<file path="src/rtl/mest_pro_display_scan.sv">
// Time-multiplexed hex display scanner feeding a registered 7-segment decoder.
// Optional leading-zero suppression is enabled by defining MEST_PRO_LZ_BLANK_EN.
module mest_pro_display_scan #(
  parameter int unsigned MEM_WIDTH    = 16,
  parameter int unsigned REFRESH_DIV  = 1000,
  parameter int unsigned BLANK_CYCLES = 16,
  localparam int unsigned NUM_DIGITS  = (MEM_WIDTH + 3) / 4
) (
  input  logic                  clk,
  input  logic                  rst_n,
  input  logic                  i_enable,
  input  logic                  i_load_valid,
  output logic                  o_load_ready,
  input  logic [MEM_WIDTH-1:0]  i_load_val,
  output logic [MEM_WIDTH-1:0]  o_digit_val,
  output logic                  o_digit_oe,
  output logic [NUM_DIGITS-1:0] o_digit_sel,
  output logic                  o_frame_done
);

  localparam int unsigned PadW   = 4 * NUM_DIGITS;
  localparam int unsigned CntMax = (REFRESH_DIV > BLANK_CYCLES) ? REFRESH_DIV : BLANK_CYCLES;
  localparam int unsigned CntW   = $clog2((CntMax < 2) ? 2 : CntMax);
  localparam int unsigned IdxW   = $clog2((NUM_DIGITS < 2) ? 2 : NUM_DIGITS);

  localparam logic [CntW-1:0] ShowLast  = CntW'(REFRESH_DIV - 1);
  localparam logic [CntW-1:0] BlankLast = CntW'((BLANK_CYCLES == 0) ? 0 : BLANK_CYCLES - 1);
  localparam logic [IdxW-1:0] IdxLast   = IdxW'(NUM_DIGITS - 1);

  typedef enum logic [1:0] {StIdle, StBlank, StShow} state_e;

  localparam state_e StSlotStart = (BLANK_CYCLES == 0) ? StShow : StBlank;

  state_e                state_q, state_d;
  logic [IdxW-1:0]       idx_q, idx_d;
  logic [CntW-1:0]       cnt_q, cnt_d;
  logic [MEM_WIDTH-1:0]  disp_q, disp_d, pend_q;
  logic                  ready_q, ready_d;
  logic                  oe_q, oe_d;
  logic [MEM_WIDTH-1:0]  val_q, val_d;
  logic [NUM_DIGITS-1:0] sel_q, sel_d;
  logic                  fd_q, fd_d;
  logic                  capture, commit, shown;
  logic [PadW-1:0]       disp_pad;
  logic [3:0]            nib;

  always_comb begin
    state_d = state_q;
    idx_d   = idx_q;
    cnt_d   = cnt_q;
    if (!i_enable) begin
      state_d = StIdle;
      idx_d   = '0;
      cnt_d   = '0;
    end else begin
      unique case (state_q)
        StIdle: begin
          state_d = StSlotStart;
          idx_d   = '0;
          cnt_d   = '0;
        end
        StBlank: begin
          if (cnt_q == BlankLast) begin
            state_d = StShow;
            cnt_d   = '0;
          end else begin
            cnt_d = cnt_q + 1'b1;
          end
        end
        StShow: begin
          if (cnt_q == ShowLast) begin
            state_d = StSlotStart;
            cnt_d   = '0;
            idx_d   = (idx_q == IdxLast) ? '0 : idx_q + 1'b1;
          end else begin
            cnt_d = cnt_q + 1'b1;
          end
        end
        default: state_d = StIdle;
      endcase
    end
  end

  // Pending commits only while idle or on the frame-done cycle, so a frame never mixes values.
  always_comb begin
    capture = i_load_valid & ready_q;
    commit  = ~ready_q & ((state_q == StIdle) | fd_q);
    disp_d  = commit ? pend_q : disp_q;
    ready_d = ready_q;
    if (capture) begin
      ready_d = 1'b0;
    end else if (commit) begin
      ready_d = 1'b1;
    end
  end

  always_comb begin
    disp_pad = PadW'(disp_d);
    nib      = disp_pad[{idx_d, 2'b00} +: 4];
`ifdef MEST_PRO_LZ_BLANK_EN
    shown = (idx_d == '0);
    for (int i = 0; i < NUM_DIGITS; i++) begin
      if ((IdxW'(i) >= idx_d) && (disp_pad[4*i +: 4] != 4'h0)) shown = 1'b1;
    end
`else
    shown = 1'b1;
`endif
    oe_d  = (state_d == StShow) & shown;
    val_d = '0;
    if (state_d == StShow) val_d = MEM_WIDTH'(nib);
    // Select lags oe by one cycle to line up with the decoder's output register.
    sel_d = oe_q ? (NUM_DIGITS'(1) << idx_q) : '0;
    fd_d  = (state_d == StShow) & (cnt_d == ShowLast) & (idx_d == IdxLast);
  end

  always_ff @(posedge clk or negedge rst_n) begin
    if (!rst_n) begin
      state_q <= StIdle;
      idx_q   <= '0;
      cnt_q   <= '0;
      disp_q  <= '0;
      pend_q  <= '0;
      ready_q <= 1'b1;
      oe_q    <= 1'b0;
      val_q   <= '0;
      sel_q   <= '0;
      fd_q    <= 1'b0;
    end else begin
      state_q <= state_d;
      idx_q   <= idx_d;
      cnt_q   <= cnt_d;
      disp_q  <= disp_d;
      if (capture) pend_q <= i_load_val;
      ready_q <= ready_d;
      oe_q    <= oe_d;
      val_q   <= val_d;
      sel_q   <= sel_d;
      fd_q    <= fd_d;
    end
  end

  assign o_load_ready = ready_q;
  assign o_digit_val  = val_q;
  assign o_digit_oe   = oe_q;
  assign o_digit_sel  = sel_q;
  assign o_frame_done = fd_q;

endmodule
</file>
<file path="config.mk">
export PLATFORM = sky130hd
export DESIGN_NAME = mest_pro_display_scan
export DESIGN_NICKNAME = d
export VERILOG_FILES = /design/src/rtl/mest_pro_display_scan.sv
export SDC_FILE = /design/constraint.sdc
export NUM_CORES = 1
export LEC_CHECK = 0
export CORE_MARGIN = 2
export CORE_UTILIZATION = 40
export CTS_BUF_LIST = sky130_fd_sc_hd__clkbuf_4
export CTS_CLUSTER_SIZE = 40
export DETAILED_ROUTE_END_ITERATION = 10
export PLACE_DENSITY_LB_ADDON = 0.08
export SYNTH_ARGS = -nofsm -noshare
export SYNTH_HDL_FRONTEND = slang
export SYNTH_SLANG_ARGS = --single-unit
</file>
<file path="constraint.sdc">
create_clock -name clk -period 5.24 [get_ports clk]
set_input_delay 1.572 -clock clk [delete_from_list [all_inputs] [get_ports clk]]
set_output_delay 1.572 -clock clk [all_outputs]
set_load 0.005 [all_outputs]
</file>
==> metrics.csv, run 1 <==
stage,metric,value,unit
detailed_routing,wl_met3,242,um
timing,max_slew.worst_pin.slew,0.816,ns
detailed_routing,drt-wirelength-per-cell,14.9,um
placed_design,place_hpwl,3880,um
worst_setup_path,worstSetupPathType,input pin to register,
yosys,yosys.area.top_type_share,48.5,%
global_route,grt_use_total,16.1,%
final_layout,drive_gt1_share,21.8,%
worst_setup_path,cp_num_buf_inv,2,
job,max_cap_violations,0,
cts,cts_tree,yes,
detailed_routing,vias,1906,
yosys,yosysTopAreaCell,dfrtp_1,
power,power.switching,0.000281,W
final_layout,fin_area,0.00338,mm^2
power,p_int,0.000795,W
run_status,status,"finished, final reports clean",
cts,clockBufferDepth,2,
yosys,synthAdderAreaFrac,2.17,%
global_route,grt-ovfl-total,0,
timing,fmax,284,MHz
yosys,ys_types,48,
timing,fin_crit_sh,67.3,%
worst_setup_path,worstPathArrival,3.81,ns
detailed_routing,drt-met1-wl,2510,um
power,combPwrFrac,17.3,%
worst_setup_path,cp_cell_sequence,"clkdlybuf4s50_1, inv_1, nor3_1, mux2i_4, mux4_1, mux2i_1, nor2_1",
detailed_routing,top_layer,met4,
floorplanning,die_area,0.00792,mm^2
timing,max_slew_margin,44.9,%
cts,clock-sinks,57,
timing,clock_skew,0.0223,ns
cts,postCtsSetupBuffers,0,
yosys,synth_xor_area_share,2.73,%
detailed_routing,drcViolationCount,0,
detailed_routing,firstDrtPassIters,4,
yosys,yosys-top-cells-area,"dfrtp_1 (49%), mux2_2 (12%), mux4_1 (7.3%)",
detailed_routing,dr.first_iter.drc_count,55,
worst_setup_path,endpoint_kind,register,
yosys,synth_area_per_cell,12.3,um^2
timing,period_needed,3.52,ns
yosys,yosysSeqAreaShare,49.4,%
cts,cts.htree.levels,3,
cts,postCtsHoldBufs,0,
global_route,grt_pass1_wl,9430,um
floorplanning,coreArea,0.00691,mm^2
yosys,synth_edf_count,0,
timing,drv_slew,0,
detailed_routing,wirelength,5550,um
global_route,grt_max_degree,30,
yosys,synth_compound_area_share,5.72,%
yosys,synth_top_family_by_area,multiplexers,
worst_hold_path,min_path_type,register to register,
power,cellLeakagePower,1.48,nW
cts,clock_latency,0.41,ns
worst_setup_path,slowest_stage,mux4_1,
cts,clk_pin_slew,0.10,ns
worst_setup_path,startpoint_type,input pin,
detailed_routing,wl_met2,2710,um
final_layout,area_growth,16.9,%
cts,cts-root-buf,clkbuf_4,
worst_setup_path,critPathMaxStageDelay,0.61,ns
placed_design,place_congestion,0.809,
timing,hold_viol_final,0,
power,p_sw_share,26.1,%
cts,cts_resized,0,
worst_setup_path,worst_ep_required_time,5.52,ns
yosys,synthSimpleGateAreaFrac,11.7,%
detailed_routing,avgViaCountPerCell,5.14,
global_route,antenna_found_initial,0,
yosys,ys_ff_latch,57,
final_layout,antennaDiodeCount,0,
power,peakVddDrop,0.166,mV
yosys,syn_inst,234,
timing,rsz0062_at_grt,no,
floorplanning,num_io_pins,43,
floorplanning,die_w,89.0,um
power,clkPwrFrac,29.5,%
worst_setup_path,worstPathMaxFanout,10,
yosys,netlist_area,0.00289,mm^2
cts,numCtsBuffers,9,
floorplanning,initial_core_util,41.8,%
final_layout,nets,295,
placed_design,io_buffers,30,
global_route,grt_pass1_vias,1922,
yosys,synth_mux_area_share,22.3,%
floorplanning,die_h,89.0,um
worst_setup_path,cp_top_family,multiplexers,
timing,tns,0,ns
yosys,ys.flop_type,dfrtp_1,
yosys,async_flop_share,100,%
detailed_routing,ant_nets,0,
floorplanning,fp-row-count,30,
yosys,yosysWarnings,0,
power,power_frac_seq,53.2,%
power,power.density,318,mW/mm^2
timing,setup_viol,0,
placed_design,dpl-instance-area,0.00324,mm^2
[cell usage after synthesis (all sizes together) (2+ instances only)]
cell type	number
nor2	23
a41oi	2
clkbuf	3
a21oi	5
nand3	3
nand4	4
dfrtp	56
and2	4
buf	15
o21ai	3
nor3	5
inv	13
mux2i	6
ha	5
nor4	3
a31oi	3
mux4	8
nand2	12
xor2	3
xnor2	6
mux2	32
nand3b	2
[flip-flops by register name, indices dropped and copies added, names as in the netlist]
signal / cells
pend_q: 16
cnt_q: 10
o_digit_val: 4
o_frame_done: 1
o_digit_oe: 1
o_digit_sel: 4
idx_q: 2
disp_q: 16
o_load_ready: 1
state_q: 2
[layout by cell type, fill, tap and decap left out, types with 2 or more instances in the layout]
cell type / count
a31oi_1: 2
buf_4: 2
inv_1: 13
nand2_1: 12
nand4_1: 3
nand3b_1: 2
conb_1: 12
clkinvlp_4: 3
nor4_1: 3
xor2_1: 3
mux2i_1: 5
nand3_1: 3
mux4_1: 8
xnor2_1: 6
clkbuf_4: 9
mux2_2: 32
nor2_1: 22
o21ai_0: 2
a21oi_1: 4
a41oi_1: 2
clkdlybuf4s50_1: 29
and2_1: 4
nor3_1: 4
ha_1: 5
dfrtp_1: 56
[power by group through the flow]
stage | Sequential [W] | Clock [W] | Combinational [W]
4_1_cts | 0.000574 | 0.000333 | 0.000189
3_5_place_dp | 0.000584 | 0 | 0.000188
5_1_grt | 0.000586 | 0.000352 | 0.000205
3_3_place_gp | 0.000582 | 0 | 0.000183
2_1_floorplan | 0.000560 | 0 | 0.000155
6_report | 0.000572 | 0.000318 | 0.000186
[per-stage QoR]
stage | utilization (%) | cells | power (W) | setup WS [ns] | hold slack (ns)
finish | 48.9 | 371 | 0.00108 | 1.72 | 0.507
global route | 48.9 | 371 | 0.00114 | 1.65 | 0.532
global placement | 46.9 | 355 | 0.000765 | 1.37 | 0.482
CTS | 48.9 | 371 | 0.00110 | 1.75 | 0.510
floorplan | - | 245 | 0.000715 | 2.18 | 0.472
detailed placement | 46.9 | 355 | 0.000772 | 1.32 | 0.487
[path summary, 6_finish.rpt]
kind / start / endpoint / slack [ns] / cells after the start
worst max-delay path: i_enable / o_digit_val[2]$_DFF_PN0_ / 1.72 / 7
worst min-delay path: disp_q[8]$_DFF_PN0_ / disp_q[8]$_DFF_PN0_ / 0.51 / 1
worst max register to register: cnt_q[0]$_DFF_PN0_ / o_digit_val[2]$_DFF_PN0_ / 2.50 / 7
worst min register to register: disp_q[8]$_DFF_PN0_ / disp_q[8]$_DFF_PN0_ / 0.51 / 1
max in group asynchronous: rst_n / o_load_ready$_DFFE_PN1P_ / 3.19 / 2
min in group asynchronous: rst_n / o_digit_sel[1]$_DFF_PN0_ / 1.18 / 1
[cell type report]
| class | instances | area, um^2 |
|---|---|---|
| tap | 96 | 120 |
| sequential | 57 | 1430 |
| inverter | 13 | 48.8 |
| clock inverter | 7 | 70.1 |
| fill | 653 | 3530 |
| multi-input combinational | 157 | 1330 |
| clock buffer | 9 | 67.6 |
| timing repair buffer | 32 | 310 |
[per-layer routing]
layer / up-vias / GRT usage, %
met5: - / 0
met3: 8 / 4.71
met4: 0 / 6.51
li1: 887 / -
met1: 966 / 20.5
met2: 45 / 26.1
[cells by family after synthesis]
logic type	Yosys count
AO/OA/AOI/OAI	21
XOR/XNOR	9
adder cells (fa/ha/maj)	5
buffers and inverters	31
flip-flops	57
multiplexers	46
other	1
AND/OR/NAND/NOR	64
(Power assumes the default switching activity.)
==> inputs of run 2 (changes only) <==
==> constraint.sdc (replaced) <==
create_clock -name clk -period 3.3 [get_ports clk]
set_input_delay 0.99 -clock clk [delete_from_list [all_inputs] [get_ports clk]]
set_output_delay 0.99 -clock clk [all_outputs]
set_load 0.005 [all_outputs]
==> metrics.csv, run 2 (synthesis results as in run 1) <==
stage,metric,value,unit
run_status,status,"finished, final reports clean",
timing,max_slew.worst_pin.slew,0.765,ns
global_route,grt_max_degree,29,
final_layout,nets,299,
worst_setup_path,slowest_stage,mux4_1,
cts,cts_resized,0,
worst_setup_path,worstPathArrival,3.09,ns
cts,postCtsSetupBuffers,0,
timing,fin_crit_sh,85.4,%
cts,cts_tree,yes,
power,power,0.00164,W
timing,period_needed,2.82,ns
final_layout,drive_gt1_share,22.6,%
cts,numCtsBuffers,9,
timing,drv_slew,0,
final_layout,top_regs,"disp_q x16, pend_q x16, cnt_q x10",
global_route,grt_pass1_vias,1821,
global_route,antenna_found_initial,0,
cts,cts.htree.levels,3,
detailed_routing,vias,1850,
detailed_routing,drt-wirelength-per-cell,14.5,um
floorplanning,initial_core_util,41.8,%
detailed_routing,ant_nets,0,
final_layout,antennaDiodeCount,0,
worst_setup_path,critPathMaxStageDelay,0.62,ns
global_route,grt_pass1_wl,8960,um
worst_setup_path,ff2ff_path_depth,7,
worst_setup_path,startpoint_type,register,
floorplanning,die_area,0.00792,mm^2
power,cellLeakagePower,1.50,nW
floorplanning,fp-row-count,30,
power,peakVddDrop,0.254,mV
power,power.density,486,mW/mm^2
detailed_routing,wirelength,5450,um
global_route,grt-ovfl-total,0,
floorplanning,coreArea,0.00691,mm^2
timing,setup_viol,0,
worst_setup_path,cp_num_buf_inv,0,
final_layout,area_growth,17.1,%
placed_design,place_congestion,0.752,
timing,clock_skew,0.00879,ns
cts,clock_latency,0.39,ns
worst_setup_path,rrSetupSlack,0.48,ns
job,max_cap_violations,0,
worst_setup_path,r2r-start,cnt_q[0]$_DFF_PN0_,
timing,max_slew_margin,48.3,%
worst_setup_path,cp_cell_sequence,"ha_1, nand3b_1, nor3_4, mux2i_4, mux4_1, mux2i_1, nor2_1",
placed_design,place_hpwl,3880,um
worst_setup_path,worst_ep_required_time,3.57,ns
cts,clockBufferDepth,2,
timing,tns,0,ns
worst_hold_path,min_path_type,input pin to asynchronous set/reset pin,
floorplanning,die_w,89.0,um
final_layout,nFillCells,648,
timing,fmax,355,MHz
final_layout,mostFrequentLayoutCells,"dfrtp_1 (56), mux2_2 (32), clkdlybuf4s50_1 (29), nor2_1 (22), clkbuf_4 (14)",
worst_setup_path,endpoint_kind,register,
worst_setup_path,cp_top_family,multiplexers,
placed_design,io_buffers,30,
detailed_routing,drcViolationCount,0,
worst_setup_path,reg2reg_to,o_digit_val[0]$_DFF_PN0_,
global_route,grt_use_total,15.5,%
worst_setup_path,worstPathMaxFanout,10,
cts,clk_pin_slew,0.10,ns
detailed_routing,firstDrtPassIters,4,
cts,cts-root-buf,clkbuf_4,
floorplanning,die_h,89.0,um
final_layout,final_common_cell,dfrtp_1,
final_layout,final_util,49.0,%
floorplanning,num_io_pins,43,
timing,hold_viol_final,0,
worst_setup_path,worstSetupPathType,register to register,
cts,postCtsHoldBufs,0,
timing,rsz0062_at_grt,no,
cts,clock-sinks,57,
detailed_routing,avgViaCountPerCell,4.93,
detailed_routing,dr.first_iter.drc_count,47,
[run 2: how the worst max path moves through the flow]
| stage | from | to | slack, ns | depth (start not counted) |
|---|---|---|---|---|
| floorplan | i_enable | o_digit_val[0]$_DFF_PN0_ | 0.82 | 6 |
| global placement | i_enable | o_digit_val[1]$_DFF_PN0_ | 0.29 | 7 |
| detailed placement | i_enable | o_digit_val[0]$_DFF_PN0_ | 0.22 | 7 |
| CTS | cnt_q[0]$_DFF_PN0_ | o_digit_val[0]$_DFF_PN0_ | 0.46 | 7 |
| global route | cnt_q[0]$_DFF_PN0_ | o_digit_val[0]$_DFF_PN0_ | 0.27 | 7 |
| finish | cnt_q[0]$_DFF_PN0_ | o_digit_val[0]$_DFF_PN0_ | 0.48 | 7 |
[run 2: layout make-up]
class                   instances  area [um^2]  area share (%)
multi-input cells             157         1330            39.4
inverters                      13         48.8            1.44
repair buffers                 36          340            10.1
well taps                      96          120            3.55
clock inverters                 2         7.51           0.222
flip-flops and latches         57         1430            42.2
clock buffers                  14          105            3.11
[run 2: report_power, final]
group	internal, W	leakage [nW]	switching (W)	total [W]
registers	0.000831	0.719	0.0000735	0.000905
clock network	0.000194	0.0675	0.000248	0.000442
logic	0.000205	0.717	0.0000925	0.000298
total	0.00123	1.50	0.000414	0.00164
[run 2: metrics by stage]
| step | hold slack, ns | std cells | worst slack, ns | instance area (um^2) |
|---|---|---|---|---|
| 3_5_place_dp | 0.488 | 359 | 0.223 | 3270 |
| 4_1_cts | 0.480 | 375 | 0.456 | 3380 |
| 6_report | 0.481 | 375 | 0.481 | 3380 |
| 2_1_floorplan | 0.472 | 245 | 0.818 | 2930 |
| 5_1_grt | 0.480 | 375 | 0.273 | 3380 |
| 3_3_place_gp | 0.482 | 359 | 0.285 | 3270 |
[run 2: metal layers]
metal  vias to the layer above  part of all wire, %  GRT usage [%]  routed length [um]
met3                        10                  4.0           4.16                 218
met2                        40                   47           24.1                2540
met4                         0                  2.0           7.73                 109
li1                        895                    -              -                   -
met5                         -                    0              0                   0
met1                       905                   47           20.2                2580
==> inputs of run 3 (changes only) <==
--- a/config.mk
+++ b/config.mk
@@ -10,7 +10,8 @@
 export CTS_BUF_LIST = sky130_fd_sc_hd__clkbuf_4
 export CTS_CLUSTER_SIZE = 40
 export DETAILED_ROUTE_END_ITERATION = 10
-export PLACE_DENSITY_LB_ADDON = 0.08
+export GPL_ROUTABILITY_DRIVEN = 0
+export PLACE_DENSITY = 0.64
 export SYNTH_ARGS = -nofsm -noshare
 export SYNTH_HDL_FRONTEND = slang
 export SYNTH_SLANG_ARGS = --single-unit
==> metrics.csv, run 3 (synthesis results as in run 1) <==
stage,metric,value,unit
final_layout,area_growth,17.5,%
worst_setup_path,slowest_stage,mux4_1,
detailed_routing,top_layer,met4,
detailed_routing,wl_met2,2510,um
worst_setup_path,startpoint_type,register,
timing,setup_viol,0,
global_route,grt-ovfl-total,0,
timing,fmax,364,MHz
power,power_frac_seq,53.6,%
power,power,0.00170,W
floorplanning,die_h,89.0,um
detailed_routing,vias,1864,
cts,postCtsSetupBuffers,0,
worst_setup_path,worstPathMaxFanout,10,
timing,period_needed,2.75,ns
floorplanning,initial_core_util,41.8,%
floorplanning,coreArea,0.00691,mm^2
cts,cts_tree,yes,
detailed_routing,wl_met3,268,um
placed_design,io_buffers,30,
detailed_routing,wirelength,5150,um
timing,max_slew_margin,45.0,%
timing,fin_crit_sh,83.2,%
cts,clock_latency,0.40,ns
worst_setup_path,worstPathArrival,3.03,ns
final_layout,final_common_cell,dfrtp_1,
timing,max_slew.worst_pin.slew,0.814,ns
power,cellLeakagePower,1.50,nW
worst_setup_path,worstSetupPathType,register to register,
global_route,grt_use_total,14.9,%
detailed_routing,firstDrtPassIters,4,
power,p_int,0.00127,W
placed_design,place_hpwl,3770,um
final_layout,antennaDiodeCount,0,
cts,numCtsBuffers,9,
timing,tns,0,ns
cts,clockBufferDepth,2,
cts,clk_pin_slew,0.10,ns
detailed_routing,ant_nets,0,
timing,clock_skew,0.00893,ns
detailed_routing,drt-wirelength-per-cell,13.8,um
worst_setup_path,worst_ep_required_time,3.58,ns
cts,cts-root-buf,clkbuf_4,
detailed_routing,avgViaCountPerCell,4.98,
detailed_routing,drt-met1-wl,2290,um
final_layout,fin_area,0.00339,mm^2
floorplanning,fp-row-count,30,
power,power.switching,0.000429,W
cts,postCtsHoldBufs,0,
final_layout,nets,298,
worst_hold_path,min_path_type,input pin to asynchronous set/reset pin,
timing,drv_slew,0,
cts,clock-sinks,57,
power,peakVddDrop,0.329,mV
final_layout,nFillCells,639,
power,combPwrFrac,17.5,%
worst_setup_path,endpoint_kind,register,
global_route,grt_pass1_wl,8660,um
global_route,grt_pass1_vias,1746,
run_status,status,"finished, final reports clean",
worst_setup_path,critPathMaxStageDelay,0.62,ns
global_route,antenna_found_initial,0,
cts,cts.htree.levels,3,
timing,rsz0062_at_grt,no,
floorplanning,die_area,0.00792,mm^2
power,clkPwrFrac,28.9,%
placed_design,dpl-instance-area,0.00326,mm^2
job,max_cap_violations,0,
final_layout,mostFrequentLayoutCells,"dfrtp_1 (56), mux2_2 (32), clkdlybuf4s50_1 (29), nor2_1 (23), inv_1 (13)",
power,p_sw_share,25.3,%
cts,cts_resized,0,
detailed_routing,dr.first_iter.drc_count,65,
global_route,grt_max_degree,27,
worst_setup_path,cp_cell_sequence,"ha_1, nand3b_1, nor3_4, mux2i_4, mux4_1, mux2i_1, nor2_1",
detailed_routing,drcViolationCount,0,
floorplanning,num_io_pins,43,
timing,hold_viol_final,0,
power,power.density,500,mW/mm^2
worst_setup_path,ff2ff_path_depth,7,
floorplanning,die_w,89.0,um
final_layout,drive_gt1_share,22.3,%
final_layout,top_regs,"disp_q x16, pend_q x16, cnt_q x10",
-- run 3: cell count changes in the layout (fill, tap and decap cells not counted), sizes merged --
cell and change:
clkinv +1, bufinv +1, buf -1, clkbuf -4, clkinvlp +2
-- run 3: area by class of cell --
type / count / area (um^2) / area share, %
clock inverter: 6 / 58.8 / 1.73
clock buffer: 10 / 75.1 / 2.21
multi-input combinational: 157 / 1330 / 39.2
timing repair buffer: 35 / 333 / 9.80
tap: 96 / 120 / 3.54
sequential: 57 / 1430 / 42.1
inverter: 13 / 48.8 / 1.44
-- run 3: metal layers --
layer,vias to the layer above,GRT usage [%]
li1,896,-
met1,914,19.3
met2,46,22.4
met3,8,6.93
met4,0,4.88
met5,-,0
-- run 3: worst paths after layout --
path	from	end	slack, ns
max reg2reg	cnt_q[0]$_DFF_PN0_	o_digit_val[3]$_DFF_PN0_	0.55
min in group clk	disp_q[12]$_DFF_PN0_	disp_q[12]$_DFF_PN0_	0.51
max	cnt_q[0]$_DFF_PN0_	o_digit_val[3]$_DFF_PN0_	0.55
min	rst_n	cnt_q[0]$_DFF_PN0_	0.47
min reg2reg	disp_q[12]$_DFF_PN0_	disp_q[12]$_DFF_PN0_	0.51
max in group asynchronous	rst_n	o_load_ready$_DFFE_PN1P_	2.16
-- run 3: critical path: cells and delay by family (launching register included) --
family	cells	cell delay (ns)
fa+ha+maj	1	0.33
flops	1	0.45
mux	3	1.27
simple gates	3	0.56
-- run 3: metrics by stage --
step                      worst slack (ns)  hold WS (ns)  util, %  std cells
after floorplan                      0.818         0.472        -        245
after CTS                            0.536         0.454     49.1        374
after detailed placement             0.262         0.489     47.2        358
after global placement               0.321         0.484     47.2        358
after global routing                 0.380         0.458     49.1        374
final                                0.554         0.467     49.1        374
-- run 3: power groups by stage --
stage          sequential (W)  clock, W  combinational, W
2_1_floorplan        0.000889         0          0.000246
3_3_place_gp         0.000925         0          0.000291
3_5_place_dp         0.000928         0          0.000301
4_1_cts              0.000912  0.000513          0.000302
5_1_grt              0.000929  0.000550          0.000327
6_report             0.000910  0.000491          0.000297
